==> src/rtl/emergency_preempt_ctrl.sv <==
// Emergency preemption producer for the TLC emergency[3:0] input.
// Optional HOLD conflict monitor: define PREEMPT_CONFLICT_MON_EN.
module emergency_preempt_ctrl #(
  parameter int DEBOUNCE_CYC  = 4,
  parameter int HOLD_CYC      = 32,
  parameter int MAX_HOLD_CYC  = 64,
  parameter int GREEN_TIMEOUT = 64,
  parameter int CLR_CYC       = 8
) (
  input  logic       clk,
  input  logic       rst,
  input  logic [3:0] req_raw,
  input  logic [1:0] North_r,
  input  logic [1:0] East_r,
  input  logic [1:0] South_r,
  input  logic [1:0] West_r,
  output logic [3:0] emergency,
  output logic [3:0] ack,
  output logic       busy,
  output logic       timeout_err,
  output logic       conflict_err
);

  localparam int CM1 =
    (GREEN_TIMEOUT > MAX_HOLD_CYC) ? GREEN_TIMEOUT : MAX_HOLD_CYC;
  localparam int CMAX = (CM1 > CLR_CYC) ? CM1 : CLR_CYC;
  localparam int CW = $clog2(CMAX + 1);
  localparam int DW = $clog2(DEBOUNCE_CYC + 1);

  typedef enum logic [1:0] {
    IDLE,
    ASSERT,
    HOLD,
    RELEASE
  } state_t;

  state_t          state, state_n;
  logic [CW-1:0]   cnt, cnt_n;
  logic [1:0]      gnt, gnt_n;
  logic [1:0]      ptr, ptr_n;
  logic [3:0]      em_n;
  logic [3:0]      ack_n;
  logic            to_n;
  logic [3:0]      req_db;
  logic [DW-1:0]   db_cnt [4];
  logic [1:0]      pick;
  logic            pick_vld;
  logic [3:0][1:0] lt;
  logic            g_green;

  assign lt      = {West_r, South_r, East_r, North_r};
  assign g_green = (lt[gnt] == 2'b10);

  // Per-direction debounce: flip req_db after DEBOUNCE_CYC
  // consecutive samples disagreeing with it.
  always_ff @(posedge clk or negedge rst) begin
    if (!rst) begin
      req_db <= '0;
      for (int i = 0; i < 4; i++) db_cnt[i] <= '0;
    end else begin
      for (int i = 0; i < 4; i++) begin
        if (req_raw[i] != req_db[i]) begin
          if (db_cnt[i] == DW'(DEBOUNCE_CYC - 1)) begin
            req_db[i] <= ~req_db[i];
            db_cnt[i] <= '0;
          end else begin
            db_cnt[i] <= db_cnt[i] + 1'b1;
          end
        end else begin
          db_cnt[i] <= '0;
        end
      end
    end
  end

  // Round-robin pick: first debounced request at or after ptr.
  always_comb begin
    logic [1:0] idx;
    idx      = '0;
    pick     = '0;
    pick_vld = 1'b0;
    for (int k = 0; k < 4; k++) begin
      idx = ptr + 2'(k);
      if (!pick_vld && req_db[idx]) begin
        pick     = idx;
        pick_vld = 1'b1;
      end
    end
  end

  // Next-state and next-output decode.
  always_comb begin
    state_n = state;
    cnt_n   = cnt + 1'b1;
    gnt_n   = gnt;
    ptr_n   = ptr;
    em_n    = emergency;
    ack_n   = '0;
    to_n    = 1'b0;
    unique case (state)
      IDLE: begin
        cnt_n = '0;
        if (pick_vld) begin
          state_n = ASSERT;
          gnt_n   = pick;
          em_n    = 4'b0001 << pick;
          ptr_n   = pick + 2'd1;
        end
      end
      ASSERT: begin
        if (g_green) begin
          ack_n   = 4'b0001 << gnt;
          state_n = HOLD;
          cnt_n   = '0;
        end else if (cnt == CW'(GREEN_TIMEOUT - 1)) begin
          to_n    = 1'b1;
          em_n    = '0;
          state_n = RELEASE;
          cnt_n   = '0;
        end
      end
      HOLD: begin
        if ((int'(cnt) >= HOLD_CYC - 1 && !req_db[gnt]) ||
            cnt == CW'(MAX_HOLD_CYC - 1)) begin
          em_n    = '0;
          state_n = RELEASE;
          cnt_n   = '0;
        end
      end
      RELEASE: begin
        // The IDLE arbitration cycle closes the all-clear gap,
        // so the whole zero gap is exactly CLR_CYC cycles.
        if (int'(cnt) >= CLR_CYC - 2) begin
          state_n = IDLE;
          cnt_n   = '0;
        end
      end
      default: begin
        state_n = IDLE;
        em_n    = '0;
        cnt_n   = '0;
      end
    endcase
  end

  // State, counters and registered outputs.
  always_ff @(posedge clk or negedge rst) begin
    if (!rst) begin
      state       <= IDLE;
      cnt         <= '0;
      gnt         <= '0;
      ptr         <= '0;
      emergency   <= '0;
      ack         <= '0;
      timeout_err <= 1'b0;
      busy        <= 1'b0;
    end else begin
      state       <= state_n;
      cnt         <= cnt_n;
      gnt         <= gnt_n;
      ptr         <= ptr_n;
      emergency   <= em_n;
      ack         <= ack_n;
      timeout_err <= to_n;
      busy        <= (state_n != IDLE);
    end
  end

`ifdef PREEMPT_CONFLICT_MON_EN
  logic others_lit;

  // Any non-granted direction showing green or yellow.
  always_comb begin
    others_lit = 1'b0;
    for (int k = 0; k < 4; k++) begin
      if (2'(k) != gnt &&
          (lt[k] == 2'b10 || lt[k] == 2'b01))
        others_lit = 1'b1;
    end
  end

  // Sticky conflict flag, armed only during HOLD.
  always_ff @(posedge clk or negedge rst) begin
    if (!rst)
      conflict_err <= 1'b0;
    else if (state == HOLD && others_lit)
      conflict_err <= 1'b1;
  end
`else
  assign conflict_err = 1'b0;
`endif

endmodule

==> config.mk <==
export PLATFORM = sky130hd
export DESIGN_NAME = emergency_preempt_ctrl
export DESIGN_NICKNAME = d
export VERILOG_FILES = /design/src/rtl/emergency_preempt_ctrl.sv
export SDC_FILE = /design/constraint.sdc
export NUM_CORES = 1
export LEC_CHECK = 0
export CORE_MARGIN = 4
export CORE_UTILIZATION = 61
export CTS_BUF_LIST = sky130_fd_sc_hd__clkbuf_8
export CTS_CLUSTER_SIZE = 10
export DETAILED_ROUTE_END_ITERATION = 7
export HOLD_SLACK_MARGIN = 0.1
export PLACE_DENSITY = 0.93
export SETUP_SLACK_MARGIN = 0.3
export SYNTH_ARGS = -nofsm -noshare
export SYNTH_HDL_FRONTEND = slang
export SYNTH_SLANG_ARGS = --single-unit
==> constraint.sdc <==
create_clock -name clk -period 3.3 [get_ports clk]
set_input_delay 0.66 -clock clk [delete_from_list [all_inputs] [get_ports clk]]
set_output_delay 0.66 -clock clk [all_outputs]
set_load 0.1 [all_outputs]
==> key figures, run 1 <==
CTS
  – Count of buffers added by post-CTS timing repair for setup: 0
  – Later-pin clock latency in the skew report: 0.30 ns
  – CTS tree: done
  – Hold-fix buffers, CTS: 0
  – Clock tree buffer depth: 2
  – H-Tree Level Count: 2
  – Master cell of the clock root buffer: sky130_fd_sc_hd__clkbuf_8
  – Clock-pin slew on the worst setup and hold paths: 0.08 ns
  – Total CTS buffers: 5
  – Gates resized, CTS repair: 0
  – Clk sink count: 39

Global routing
  – Pin count of the biggest net entering global routing: 40
  – All-layer global routing usage: 21.4%
  – Number of antenna violations at the first check in global routing: 0
  – First-pass GRT wire length: 6750 um
  – Remaining global-route overflow: 0
  – Number of global-route vias before repair: 1,544

Setup path
  – Number of buffer and inverter instances along the worst setup path: 1
  – Kind of end point of the critical path: flop
  – CP max-delay cell: sky130_fd_sc_hd__clkdlybuf4s50_1
  – Critical path's largest stage delay: 0.45 ns
  – Kind of start point of the critical path: primary input
  – Endpoint required time on the critical path: 3.47 ns
  – Top Family by Delay on Critical Path: multiplexers
  – Arrival time at the worst endpoint: 2.52 ns
  – List of cells traversed by the critical path: clkdlybuf4s50_1, nand2b_1, mux4_2, nand2_1, a221o_1, a21oi_2, mux2_1
  – Maximum net fanout on the critical path: 5
  – Setup Crit Path Kind: in2reg

Finish
  – Fillcell total: 214
  – Sequential cell area: 976 um^2
  – Area growth from synthesis to layout: 17.1%
  – Nets@finish: 232
  – Ratio of cells with drive above 1 in the final layout: 16.2%
  – Multi-input logic area: 950 um^2
  – Fin area: 0.00232 mm^2
  – Commonest non-fill, non-tap cells in the layout: sky130_fd_sc_hd__dfrtp_1 (39), sky130_fd_sc_hd__ha_1 (15), sky130_fd_sc_hd__clkdlybuf4s50_1 (12)
  – Most common cell after layout, fill and taps aside: sky130_fd_sc_hd__dfrtp_1
  – Diodes inserted: 0

Timing
  – Time the final worst path needs with I/O delays and setup: 2.35 ns
  – Achievable clock frequency: 425 MHz
  – Slew Limit Fails: 0
  – Worst Skew: 0.0102 ns
  – Worst Max-Slew Pin Slew: 0.855 ns
  – Final-report hold violation count: 0
  – Setup repair after global routing missed its margin: false
  – Share of the clock period used by the worst path: 71.3%
  – Relative slew slack: 43.0%
  – Setup TNS: 0 ns
  – Final setup violating endpoints: 0

Yosys
  – Number of synthesized register bits: 39
  – Net count after synthesis: 205
  – Async SR Flop Fraction: 100%
  – Number of instances in the synthesized netlist: 176
  – Yosys warns: 0
  – Part of the Yosys area used for sequential elements: 49.3%
  – Average instance area after synthesis: 11.3 um^2
  – Number of enable flip-flop cells after synthesis: 0
  – Number of distinct library cells after synthesis: 39
  – Most used DFF post-synth: sky130_fd_sc_hd__dfrtp_1
  – Synthesized cell area: 0.00198 mm^2

Detailed routing
  – Average vias per placed instance: 5.60
  – DRC violation total after the first TritonRoute iteration: 62
  – Total number of vias: 1,390
  – Total DRC errors in the routed layout: 0
  – DRT antenna net count: 0
  – Wire length per cell after detailed routing: 15.5 um
  – Pre-antenna DRT Iters: 4
  – WL final: 3840 um

Placement
  – Global placement routability congestion: 0.769
  – DP Area: 0.00222 mm^2
  – Count of port buffers added during placement: 23
  – Post-detail-place hpwl: 2930 um

Flow run
  – Max Cap Viol: 0

Floorplan
  – Number of core rows: 20
  – Die Area: 0.00422 mm^2
  – Core region area: 0.00308 mm^2
  – Width of the die: 65.0 um
  – Number of top-level pins: 25
  – Die height: 65.0 um
  – Initial Utilization: 64.3%

Power and ir drop
  – Lkg Pwr: 1.07 nW
  – Peak supply drop: 0.490 mV
  – Cell area power density: 897 mW/mm^2

Hold path
  – Hold Path Class: reg2reg

Outcome
  – Status: completed
-- cell families after synthesis --
kind of cell	synth area share [%]
mux	7.33
simple gates	17.2
fa+ha+maj	9.48
other cells	0.189
compound gates	10.2
buf+inv	2.78
flops	49.3
xor+xnor	3.54
-- metal layers --
| layer | vias up | track usage (%) | part of all wire (%) |
|---|---|---|---|
| li1 | 658 | - | - |
| met1 | 685 | 23.0 | 40 |
| met2 | 38 | 39.0 | 52 |
| met3 | 9 | 5.03 | 6.0 |
| met4 | 0 | 10.6 | 1.9 |
| met5 | - | 0 | 0 |
-- flip-flops by register name (all words and copies together) (netlist names) --
signal and cells:
ack 4, busy 1, cnt 7, db_cnt 12
emergency 4, gnt 2, ptr 2, req_db 4
state 2, timeout_err 1
-- metrics by stage --
step / setup WS (ns) / util (%) / hold slack, ns / instances / power (W)
5_1_grt: 0.898 / 75.3 / 0.471 / 248 / 0.00224
3_5_place_dp: 0.661 / 72.1 / 0.443 / 240 / 0.00174
4_1_cts: 0.952 / 75.3 / 0.453 / 248 / 0.00208
3_3_place_gp: 0.754 / 72.1 / 0.429 / 240 / 0.00165
6_report: 0.948 / 75.3 / 0.448 / 248 / 0.00208
2_1_floorplan: 1.21 / - / 0.364 / 176 / 0.00151
-- final cells by class --
| type | instances | area share [%] |
|---|---|---|
| inverter | 10 | 1.62 |
| tap | 44 | 2.37 |
| clock buffer | 7 | 4.16 |
| timing repair buffer | 23 | 8.63 |
| multi-input combinational | 124 | 41.0 |
| sequential | 39 | 42.1 |
| clock inverter | 1 | 0.162 |
-- power breakdown --
part	switching [W]	internal, W
logic	0.000582	0.000384
registers	0.000150	0.000613
clock network	0.000161	0.000188
-- cell usage after synthesis, drive strengths merged (3+ instances only) --
cell type	instances	area share, %
dfrtp	39	49
nand2b	6	1.9
nor3	9	2.5
nor2	8	1.5
a21oi	10	2.9
nand3	5	1.3
o21ai	9	2.3
nor2b	9	2.8
mux2	8	4.5
xnor2	7	3.1
ha	15	9.5
nand2	9	1.7
buf	3	0.88
nor3b	7	2.7
inv	10	1.9
-- final timing paths --
check	from	to	slack, ns	cells past startpoint
setup / recovery	East_r[0]	emergency[1]$_DFFE_PN0P_	0.95	7
hold / removal	db_cnt[9]$_DFF_PN0_	db_cnt[9]$_DFF_PN0_	0.45	1
setup reg to reg	cnt[1]$_DFF_PN0_	emergency[1]$_DFFE_PN0P_	1.09	7
hold reg to reg	db_cnt[9]$_DFF_PN0_	db_cnt[9]$_DFF_PN0_	0.45	1
max in group asynchronous	rst	db_cnt[2]$_DFF_PN0_	2.29	1
min in group asynchronous	rst	db_cnt[8]$_DFF_PN0_	0.47	1
Power figures use the tool's default switching activity.
==> inputs of run 2 (changes only) <==
Settings changed: CORE_UTILIZATION 61 to 51, PLACE_DENSITY 0.93 to 0.83.
Clock period 3.3 ns to 2 ns, I/O delays scaled along.
==> run 2 against run 1 <==
The flow now finishes with violations (negative setup slack); core utilization rose by 0.77 points; via count rose by 17%; flip-flop and latch count did not move; first-iteration DRC count rose by 61%; clock power rose by 120%; count of clock-buffer cells in the layout fell by 2; non-clock buffer count rose by 33; setup slack got worse by 1.0 ns; design area rose by 22%; sequential share of layout area fell by 7.5 points; critical path type is now reg2reg; critical endpoint is now emergency[0]$_DFFE_PN0P_.
==> key figures, run 2 (same netlist as run 1, synthesis figures left out) <==
Outcome
  – Status: finished, violations left
  – Violated checks: negative setup slack

Setup path
  – Maximum net fanout on the critical path: 4 (-1)
  – Kind of end point of the critical path: flop
  – Kind of start point of the critical path: flop
  – Number of cells traversed by the worst register-to-register path: 5 (-2)
  – Arrival time at the worst endpoint: 2.26 ns (-0.26 ns)
  – Setup Crit Path Kind: reg2reg
  – Endpoint required time on the critical path: 2.18 ns (-1.29 ns)

CTS
  – H-Tree Level Count: 2 (unchanged)
  – Total CTS buffers: 5 (unchanged)
  – Clk sink count: 39 (unchanged)
  – CTS tree: done
  – Clock tree buffer depth: 2 (unchanged)
  – Master cell of the clock root buffer: sky130_fd_sc_hd__clkbuf_8
  – Hold-fix buffers, CTS: 0 (unchanged)
  – Clock-pin slew on the worst setup and hold paths: 0.07 ns (about the same)
  – Later-pin clock latency in the skew report: 0.30 ns (about the same)

Power and ir drop
  – Final Total Pwr: 0.00437 W (+110%)
  – Peak supply drop: 1.03 mV (+110%)
  – Lkg Pwr: 1.32 nW (+23%)
  – Cell area power density: 1540 mW/mm^2 (+72%)

Finish
  – Commonest non-fill, non-tap cells in the layout: sky130_fd_sc_hd__dfrtp_1 (38), sky130_fd_sc_hd__buf_4 (37), sky130_fd_sc_hd__ha_1 (14)
  – Largest registers: db_cnt: 12 flops, cnt: 7 flops
  – Largest Register: db_cnt
  – Multi-input logic area: 0.00116 mm^2 (+22%)
  – Diodes inserted: 0 (unchanged)
  – Area growth from synthesis to layout: 42.8%
  – Ratio of cells with drive above 1 in the final layout: 40.5% (+24 points)
  – Nets@finish: 265 (+14%)
  – Most common cell after layout, fill and taps aside: sky130_fd_sc_hd__dfrtp_1
  – Fillcell total: 212 (-0.93%)
  – Max reg flops: 12 (unchanged)
  – Sequential cell area: 977 um^2 (+0.13%)
  – Fin area: 0.00283 mm^2 (+22%)

Floorplan
  – Initial Utilization: 53.3% (-11 points)
  – Number of top-level pins: 25 (unchanged)
  – Die Area: 0.00494 mm^2 (+17%)
  – Number of core rows: 22 (+10%)
  – Die height: 70.3 um (+8.2%)
  – Width of the die: 70.3 um (+8.2%)
  – Core region area: 0.00372 mm^2 (+21%)

Detailed routing
  – Wire length per cell after detailed routing: 18.6 um (+20%)
  – DRT antenna net count: 0 (unchanged)
  – WL final: 5310 um (+38%)
  – Total DRC errors in the routed layout: 0 (unchanged)
  – Pre-antenna DRT Iters: 4 (unchanged)
  – DRC violation total after the first TritonRoute iteration: 100 (+61%)
  – Average vias per placed instance: 5.73 (+2.2%)
  – Total number of vias: 1,633 (+17%)

Timing
  – Worst Skew: 0.00668 ns (-0.00354 ns)
  – Crit path setup slack, layout: -0.0764 ns (-1.02 ns)
  – Relative slew slack: 67.1% (+24 points)
  – Final-report hold violation count: 0 (unchanged)
  – Share of the clock period used by the worst path: 104%
  – Achievable clock frequency: 482 MHz
  – Worst Max-Slew Pin Slew: 0.488 ns (-0.366 ns)
  – Time the final worst path needs with I/O delays and setup: 2.08 ns
  – Setup repair after global routing missed its margin: true
  – Setup TNS: -0.571 ns (-0.571 ns)
  – Final setup violating endpoints: 11 (+11)
  – Slew Limit Fails: 0 (unchanged)

Placement
  – Worst slack at placement: -0.428 ns (-1.09 ns)
  – Post-detail-place hpwl: 2940 um (about the same)
  – Global placement routability congestion: 0.870 (+13%)
  – DP Area: 0.00239 mm^2 (+7.6%)
  – Count of port buffers added during placement: 23 (unchanged)

Global routing
  – Pin count of the biggest net entering global routing: 40 (unchanged)
  – First-pass GRT wire length: 7730 um (+15%)
  – Remaining global-route overflow: 0 (unchanged)
  – All-layer global routing usage: 20.4% (-1.1 points)
  – Number of global-route vias before repair: 1,656 (+7.3%)
  – Number of antenna violations at the first check in global routing: 0 (unchanged)

Flow run
  – Max Cap Viol: 0 (unchanged)

Hold path
  – Hold Path Class: in2async
-- run 2: layer usage --
layer	vias to the layer above	wire [um]	global-route usage, %
met5	-	0	0
met4	0	250	13.4
met3	26	285	6.76
met2	77	2730	34.0
met1	798	2040	21.7
li1	732	-	-
-- run 2: final cells by class --
type,instances,area share [%]
clock buffer,5,2.43
clock inverter,3,2.26
inverter,10,1.33
multi-input combinational,124,40.9
sequential,39,34.6
tap,48,2.12
timing repair buffer,56,16.4
-- run 2: stage by stage --
step / utilization [%] / instances / hold slack, ns
after detailed placement: 64.2 / 265 / 0.434
after global routing: 76.1 / 285 / 0.183
after CTS: 72.1 / 281 / 0.158
after global placement: 64.2 / 265 / 0.432
after floorplan: - / 176 / 0.104
final: 76.1 / 285 / 0.139
-- run 2: path summary, 6_finish.rpt --
| kind | start | slack (ns) | endpoint |
|---|---|---|---|
| min reg2reg | db_cnt[3]$_DFF_PN0_ | 0.45 | db_cnt[3]$_DFF_PN0_ |
| max in group asynchronous | rst | 1.50 | ptr[1]$_DFFE_PN0P_ |
| min | rst | 0.14 | db_cnt[0]$_DFF_PN0_ |
| max | gnt[0]$_DFFE_PN0P_ | -0.08 | emergency[0]$_DFFE_PN0P_ |
| min in group clk | db_cnt[3]$_DFF_PN0_ | 0.45 | db_cnt[3]$_DFF_PN0_ |
| max reg2reg | gnt[0]$_DFFE_PN0P_ | -0.08 | emergency[0]$_DFFE_PN0P_ |
-- run 2: what timing repair did --
item / in CTS / in global routing
pin swaps: 13 / 13
buffers inserted: 8 / 4
gates resized for setup: 31 / 27
endpoints found under the setup margin: 15 / 18
-- run 2: power breakdown --
part | switching (W) | total, W | internal [W]
combinational | 0.00141 | 0.00243 | 0.00102
sequential | 0.000150 | 0.00116 | 0.00101
clock | 0.000279 | 0.000772 | 0.000493
-- run 2: worst max-delay path: stages (launching register included) --
cell and delay, ns:
sky130_fd_sc_hd__dfrtp_1 0.40, sky130_fd_sc_hd__mux4_2 0.58, sky130_fd_sc_hd__o21ai_1 0.23, sky130_fd_sc_hd__o21ai_4 0.15
sky130_fd_sc_hd__a21oi_4 0.27, sky130_fd_sc_hd__mux2_4 0.33
==> inputs of run 3 (changes only) <==
Settings changed: ABC_CLOCK_PERIOD_IN_PS set to 2000.
==> results of run 3 <==
Final layout, timing and power as in run 2 (identical DEF).
